$ cat config.mk
export PLATFORM = sky130hd
export DESIGN_NAME = ad9228_tx_gearbox
export DESIGN_NICKNAME = d
export VERILOG_FILES = /design/src/rtl/ad9228_tx_gearbox.sv
export SDC_FILE = /design/constraint.sdc
export NUM_CORES = 1
export LEC_CHECK = 0
export ABC_AREA = 0
export BUFFER_PORTS_ARGS = -buffer_cell sky130_fd_sc_hd__buf_2
export CAP_MARGIN = 25
export CORE_MARGIN = 2
export CORE_UTILIZATION = 57
export DETAILED_ROUTE_END_ITERATION = 16
export HOLD_SLACK_MARGIN = 0.15
export PLACE_DENSITY = 0.79
export SETUP_SLACK_MARGIN = 0.2
export SYNTH_ARGS = -nofsm -noshare
export SYNTH_HDL_FRONTEND = slang
export SYNTH_SLANG_ARGS = --single-unit
$ cat constraint.sdc
create_clock -name clk -period 3 [get_ports clk]
set_input_delay 0.45 -clock clk [delete_from_list [all_inputs] [get_ports clk]]
set_output_delay 0.45 -clock clk [all_outputs]
set_load 0.01 [all_outputs]
$ cat src/rtl/ad9228_tx_gearbox.sv
// rtl/ad9228_tx_gearbox.sv - packs 12-bit sample pairs into 8-bit data/fco slices for an 8:1 serializer pair
// Optional ramp test pattern source: define AD9228_TX_TESTPAT_EN (adds the test_mode input).
module ad9228_tx_gearbox #(
  parameter int          DATA_WIDTH = 12,
  parameter int          FIFO_DEPTH = 4,
  parameter logic [11:0] IDLE_WORD  = 12'h800
) (
  input  logic                  clk,
  input  logic                  rstn,
  input  logic                  tx_en,
`ifdef AD9228_TX_TESTPAT_EN
  input  logic                  test_mode,
`endif
  input  logic [DATA_WIDTH-1:0] word_in,
  input  logic                  word_valid,
  output logic                  word_ready,
  output logic [7:0]            data_out,
  output logic [7:0]            fco_out,
  output logic                  frame_start,
  output logic [15:0]           underrun_cnt
);

  localparam int AW = $clog2(FIFO_DEPTH);
  localparam int CW = AW + 1;

  generate
    if (DATA_WIDTH != 12) begin : g_bad_width
      $error("ad9228_tx_gearbox: DATA_WIDTH must be 12");
    end
    if (FIFO_DEPTH < 2 || (FIFO_DEPTH & (FIFO_DEPTH - 1)) != 0) begin : g_bad_depth
      $error("ad9228_tx_gearbox: FIFO_DEPTH must be a power of 2, at least 2");
    end
  endgenerate

  typedef enum logic [1:0] {PH0, PH1, PH2} phase_t;

  phase_t        phase;
  logic [11:0]   mem [FIFO_DEPTH];
  logic [AW-1:0] wr_ptr, rd_ptr;
  logic [CW-1:0] count;
  logic [7:0]    hold;
  logic [11:0]   ramp;
  logic          use_ramp;
  logic          fifo_empty, pop_phase, push, pop, underrun;
  logic [11:0]   next_word;

`ifdef AD9228_TX_TESTPAT_EN
  assign use_ramp = test_mode;
`else
  assign use_ramp = 1'b0;
  assign ramp     = 12'h000;
`endif

  assign word_ready = (count < CW'(FIFO_DEPTH));
  assign fifo_empty = (count == '0);
  assign pop_phase  = tx_en && (phase != PH2);
  assign push       = word_valid && word_ready;
  assign pop        = pop_phase && !use_ramp && !fifo_empty;
  assign underrun   = pop_phase && !use_ramp && fifo_empty;
  // Pops read the pre-edge FIFO contents, so a word pushed this cycle is never bypassed.
  assign next_word  = use_ramp ? ramp : (fifo_empty ? IDLE_WORD : mem[rd_ptr]);

  always_ff @(posedge clk) begin
    if (push) mem[wr_ptr] <= word_in;
  end

`ifdef AD9228_TX_TESTPAT_EN
  always_ff @(posedge clk or negedge rstn) begin
    if (!rstn)                       ramp <= 12'h000;
    else if (pop_phase && use_ramp)  ramp <= ramp + 12'h001;
  end
`endif

  always_ff @(posedge clk or negedge rstn) begin
    if (!rstn) begin
      phase        <= PH0;
      wr_ptr       <= '0;
      rd_ptr       <= '0;
      count        <= '0;
      hold         <= 8'h00;
      data_out     <= 8'h00;
      fco_out      <= 8'h00;
      frame_start  <= 1'b0;
      underrun_cnt <= 16'h0000;
    end else begin
      if (push) wr_ptr <= wr_ptr + AW'(1);
      if (pop)  rd_ptr <= rd_ptr + AW'(1);
      count <= count + CW'(push) - CW'(pop);
      if (underrun && underrun_cnt != 16'hFFFF) underrun_cnt <= underrun_cnt + 16'h0001;

      if (!tx_en) begin
        // A pair interrupted mid-way is dropped; the next enabled edge restarts at phase 0.
        phase       <= PH0;
        hold        <= 8'h00;
        data_out    <= 8'h00;
        fco_out     <= 8'h00;
        frame_start <= 1'b0;
      end else begin
        case (phase)
          PH0: begin
            data_out    <= next_word[11:4];
            fco_out     <= 8'hFC;
            hold        <= next_word[7:0];
            frame_start <= 1'b1;
            phase       <= PH1;
          end
          PH1: begin
            data_out    <= {hold[3:0], next_word[11:8]};
            fco_out     <= 8'h0F;
            hold        <= next_word[7:0];
            frame_start <= 1'b0;
            phase       <= PH2;
          end
          default: begin
            data_out    <= hold;
            fco_out     <= 8'hC0;
            frame_start <= 1'b0;
            phase       <= PH0;
          end
        endcase
      end
    end
  end

endmodule
Yosys cells after proc, flatten, opt, wreduce, memory -nomap -nowiden
Memories as Yosys holds them, arrays and structs flattened.
Cells that the tools add are included.
Word-level totals
  register bits after elaboration: 50
  output and inout bits: 34
  RAM bits: 48
  memories kept: 1
  word-level logic and storage cells: 42
  input bits: 16
Memory list
  mem: depth 4, bits a word 12, rd ports 1, clocked after Yosys merged registers in 0, write ports 1, line 38  | logic [11:0] mem [FIFO_DEPTH];
Cells by class
  add/sub/neg operators: 5
  $lt $le $gt $ge: 1
  eq/ne operators: 4
  reductions and logical operators: 9
  mux-type cells: 13
Operators by type and width (number)
  8-bit two-way mux: 4
  8-bit case mux with 2 select lines: 2
  16-bit by 1-bit adder with 16-bit output, second input constant: 1
  16-bit != test, second input constant: 1
  12-bit two-way mux: 1
  1-bit logical AND: 5
  2-bit by 1-bit adder with 2-bit output, second input constant: 2
  1-bit two-way mux: 4
  2-bit != test, second input constant: 2
  2-bit case mux with 2 select lines: 1
  3-bit by 1-bit adder with 3-bit output: 1
  3-bit zero test: 1
  3-bit less-than comparator, second input constant: 1
  3-bit by 1-bit subtractor with 3-bit output: 1
  2-bit by 1-bit == test with 1-bit output, second input constant: 1
  2-bit zero test: 1
  2-bit two-way mux: 1
  2-bit OR reduction: 1
  1-bit zero test: 1

Longest topological paths before layout
  depth after elaboration: 4
  mapped depth: 9

Least setup slack after synthesis
OpenSTA, ideal clock, no wires.
  kind: reg2reg
  start point: register count[0]
  end point: register count[2]
  period minus slack after synthesis: 2251 ps
  data arrival time: 2128 ps
  buffers on the path: 0
  setup time: 123 ps
  data required time: 2877 ps
  cell stages (with the launch flop): 9
  setup slack: 749 ps
  cells stage by stage: dfrtp_1 > or3_1 > and3_1 > ha_1 > inv_1 > ha_1 > fa_1 > xnor2_1 > xnor2_1
Between the ends
  word-level cells in the longest chain between the ends: 4
  elaborated cells on any way between the ends: 7
  those cells by class: 2 x add/sub; 1 x order compare; 4 x reduce/logical
Ends and longest elaborated chain
  from (decl): line 40  | logic [CW-1:0] count;
  from (signal assigned): line 88  | count <= count + CW'(push) - CW'(pop);
  3-bit zero test: line 55  | assign fifo_empty = (count == '0);
  1-bit zero test: line 58  | assign pop = pop_phase && !use_ramp && !fifo_empty;
  1-bit logical AND: line 58
  named net pop: line 44  | logic fifo_empty, pop_phase, push, pop, underrun;
  3-bit by 1-bit subtractor with 3-bit output: line 88
The timed path passes the listed nets, and every way through them passes these cells.
A chain may end at the register's enable or synchronous reset.

Worst setup path after layout
  start point: register phase[0]
  end point: register count[2]
Between the ends
  word-level cells in the longest chain between the ends: 4
Ends and longest elaborated chain
  from (decl): line 37  | phase_t phase;
  from (signal assigned): line 76  | phase <= PH0;
  from (signal assigned): line 93  | phase <= PH0;
  from (signal assigned): line 105  | phase <= PH1;
  2-bit != test: line 56  | assign pop_phase = tx_en && (phase != PH2);
  1-bit logical AND: line 56
  1-bit logical AND: line 58
  named net pop: line 44
  3-bit by 1-bit subtractor with 3-bit output: line 88
The timed path passes the listed nets, and every way through them passes these cells.

==> results by group <==
Worst setup path
  • Slowest CP cell: dfrtp_1
  • Reg2Reg Setup Slack: 570 ps
  • Crit path max fanout: 16
  • Crit path largest cell delay: slightly below 600 ps
  • Reg-to-reg endpoint: count[2]
  • Worst-path cell chain: nand2b_1 > and3_1 > ha_1 > inv_1 > ha_1 > fa_1 > xnor2_1 > xnor2_1
  • Setup Crit Path Kind: reg -> reg
  • Critical path arrival: 2680 ps
  • Worst EP required: ~3300 ps
  • Register-to-Register Path Depth: 8
  • RR Startpoint: phase[0]
  • Setup crit start kind: flip-flop
  • CP Capture Type: flip-flop

Yosys
  • Mapped Area: 0.00388 mm²
  • Compound-Gate Fraction of Synth Area: 0.0400
  • Mapped Cells: between 200 and 300
  • Top-count cell post-synth: edfxtp_1
  • Post-synthesis adder-cell area fraction: 0.0277
  • Top cells by count, synth: 48 x edfxtp_1, 43 x dfrtp_1, 13 x xor2_1
  • Post-synthesis xor/xnor area fraction: 0.0406
  • Synthesized flop and latch total: 91
  • Post-Syn Nets: ~280
  • Yosys warning total: 0
  • Post-synthesis sequential area ratio: 0.649
  • Synth top area share: 0.371
  • Post-synth EDFFs: between 40 and 50
  • Largest cells by area after synthesis: edfxtp_1 37%, dfrtp_1 28%, mux4_2 7.0%, xor2_1 2.9%, ha_1 2.3%
  • Cell variety after synth: 42
  • Main combinational cell family by area after synthesis: simple AND/OR/NAND/NOR gates
  • Synth area leader: edfxtp_1
  • Top_reg_cell synth: edfxtp_1
  • Synth Area per Inst: 15.3 µm²
  • Mux cell area share after synthesis: 0.0861
  • Simple-Gate Fraction of Synth Area: 0.126
  • Ys async rst share: 0.473

Floorplan
  • Die area: 0.00748 mm²
  • Die X: 86.5 µm
  • Site Rows: 30
  • I/O pin total: 50
  • Starting Density: 0.581
  • Height of the chip: 86.5 µm
  • Core area: 0.00668 mm²

Global route
  • Vias in the first global route: 2137
  • Largest net degree at the start of global routing: 44
  • Initial antenna violation count: 0
  • GRT Util Overall: 0.195
  • Global-route wire length before repair: 10900 µm
  • Gr ovfl total: 0

Min path
  • Worst hold path type: in -> reg
  • Hold endpoint: mem[2][1]
  • Hold Path Depth: 1
  • HP Start: word_in[1]

Clock tree
  • Root Buffer: clkbuf_8
  • Latest clock arrival within the worst-skew pair: between 300 and 400 ps
  • Post-CTS Setup Repair Bufs: 0
  • CTS sink count: 91
  • CTS buffer count: 9
  • CTS tree: built
  • Clock transition at the registers of the reported paths: ~90 ps
  • H-tree depth: 3
  • Clock buffer depth: 2

Final layout
  • Post-layout nets: ~330
  • Layout cell share with drive strength beyond 1: 0.288
  • Seq. cell area: 0.00252 mm²
  • Design area: between 0.004 and 0.005 mm²
  • Area of the multi-input gates: 0.00124 mm²
  • Fillers: about 480
  • N_diodes: 0
  • Syn-to-layout area delta: 12.4%

Detailed routing
  • Drt pass-1 iters: 4
  • Remaining antenna violation count: 0
  • Drt wl/cell: about 17 µm
  • Starting DRC count in detailed routing: 89
  • Vias per cell: ~5.6
  • Drt drc: 0
  • Via count: 2196
  • Total Routed Length: about 6500 µm

Timing
  • Final worst-path cycle share: 0.809
  • Hold Violations, Final: 0
  • Setup repair after global routing missed its margin: false
  • Setup Skew: 8.99 ps
  • Fin Setup TNS: 0 ps
  • Post-layout minimum cycle time: 2430 ps
  • Slew Viols, Final: 0
  • Hold slack final: 302 ps
  • Worst-Margin Slew: 638 ps
  • Setup violations, final: 0
  • Fmax: 412 MHz
  • Relative slew slack: 0.575
  • Final WS setup: between 500 and 600 ps

Run status
  • Outcome: finished, final reports clean

Run
  • Max-cap check violation count: 0

Power
  • Leakage: ~1.8 nW
  • PD cells: 779 mW/mm²
  • IR drop worst, VDD: 0.409 mV

Placement
  • Placed Area: between 0.004 and 0.005 mm²
  • DP Worst Slack: around 610 ps
  • Gpl congestion: 0.860
  • Post-DP HPWL: 4490 µm
  • IO buf count: between 40 and 50
-- cell type report --
class / instances / area share
clock inverter: 6 / 0.0112
multi-input combinational: 140 / 0.285
clock buffer: 10 / 0.0293
inverter: 9 / 0.00774
sequential: 91 / 0.577
tap: 80 / 0.0229
timing repair buffer: 53 / 0.0665
-- cells by family (layout without fill, tap and decap cells) --
| group | Yosys count | after routing |
|---|---|---|
| buffers and inverters | 23 | 78 |
| adders and majority gates | 8 | 8 |
| DFF | 91 | 91 |
| and+or+nand+nor | 73 | 73 |
| xor gates and xnor gates | 18 | 18 |
| AOI/OAI and AO/OA | 23 | 23 |
| muxes | 18 | 18 |
-- state kept, by name, indices dropped and copies added, names as in the netlist --
signal        count
fco_out           3
count             3
rd_ptr            2
data_out          8
wr_ptr            2
mem              48
hold              8
underrun_cnt     16
phase             1
-- metrics by stage --
| stage | total power, W | cells | utilization |
|---|---|---|---|
| 5_1_grt | 0.00362 | 389 | 0.653 |
| 6_report | 0.00340 | 389 | 0.653 |
| 3_3_place_gp | 0.00265 | 371 | 0.622 |
| 3_5_place_dp | 0.00270 | 371 | 0.622 |
| 4_1_cts | 0.00343 | 387 | 0.649 |
| 2_1_floorplan | 0.00242 | 254 | - |
-- critical path, delay by kind of cell (launching register included) --
kind          cells  cell delay (ps)
fa+ha+maj         3              840
simple gates      2              590
flops             1              580
xor+xnor          2              270
buf+inv           1               40
-- power by group --
group,switching (W),internal [W]
Sequential,0.000200,0.00157
Clock,0.000435,0.000310
Combinational,0.000449,0.000436
Total,0.00108,0.00232
-- repair_timing --
action	CTS	global route
endpoints found under the hold margin	0	36
resized for setup	0	0
hold buffers	0	1
-- how the worst max path moves through the flow --
stage | slack (ps) | to | depth (start not counted) | start
2_1_floorplan | 750 | count[2] | 8 | count[0]
3_3_place_gp | 680 | count[2] | 8 | phase[0]
3_5_place_dp | 610 | count[2] | 8 | phase[0]
4_1_cts | 580 | count[2] | 8 | phase[0]
5_1_grt | 410 | count[2] | 8 | phase[0]
6_report | 570 | count[2] | 8 | phase[0]
-- per-layer routing --
metal / global-route usage / wire length, µm / vias up
met3: 0.0419 / 278 / 12
met4: 0.0881 / 88 / 0
met1: 0.284 / 3040 / 1088
met5: 0 / 0 / -
met2: 0.287 / 3110 / 58
li1: - / - / 1038
-- layout by cell type, fill, tap and decap left out, drive strengths merged, types with 5 or more instances in the layout --
cell    netlist  final
a22oi         7      7
and2          5      5
buf          10     52
clkbuf        4     10
dfrtp        43     43
edfxtp       48     48
ha            7      7
inv           9     11
mux4         12     12
nand2         9      9
nand3        13     13
nand4         5      5
nor2          7      7
nor2b        10     10
nor3          7      7
o21ai         9      9
xnor2         5      5
xor2         13     13
No activity file was read; power rests on OpenSTA's default activity.
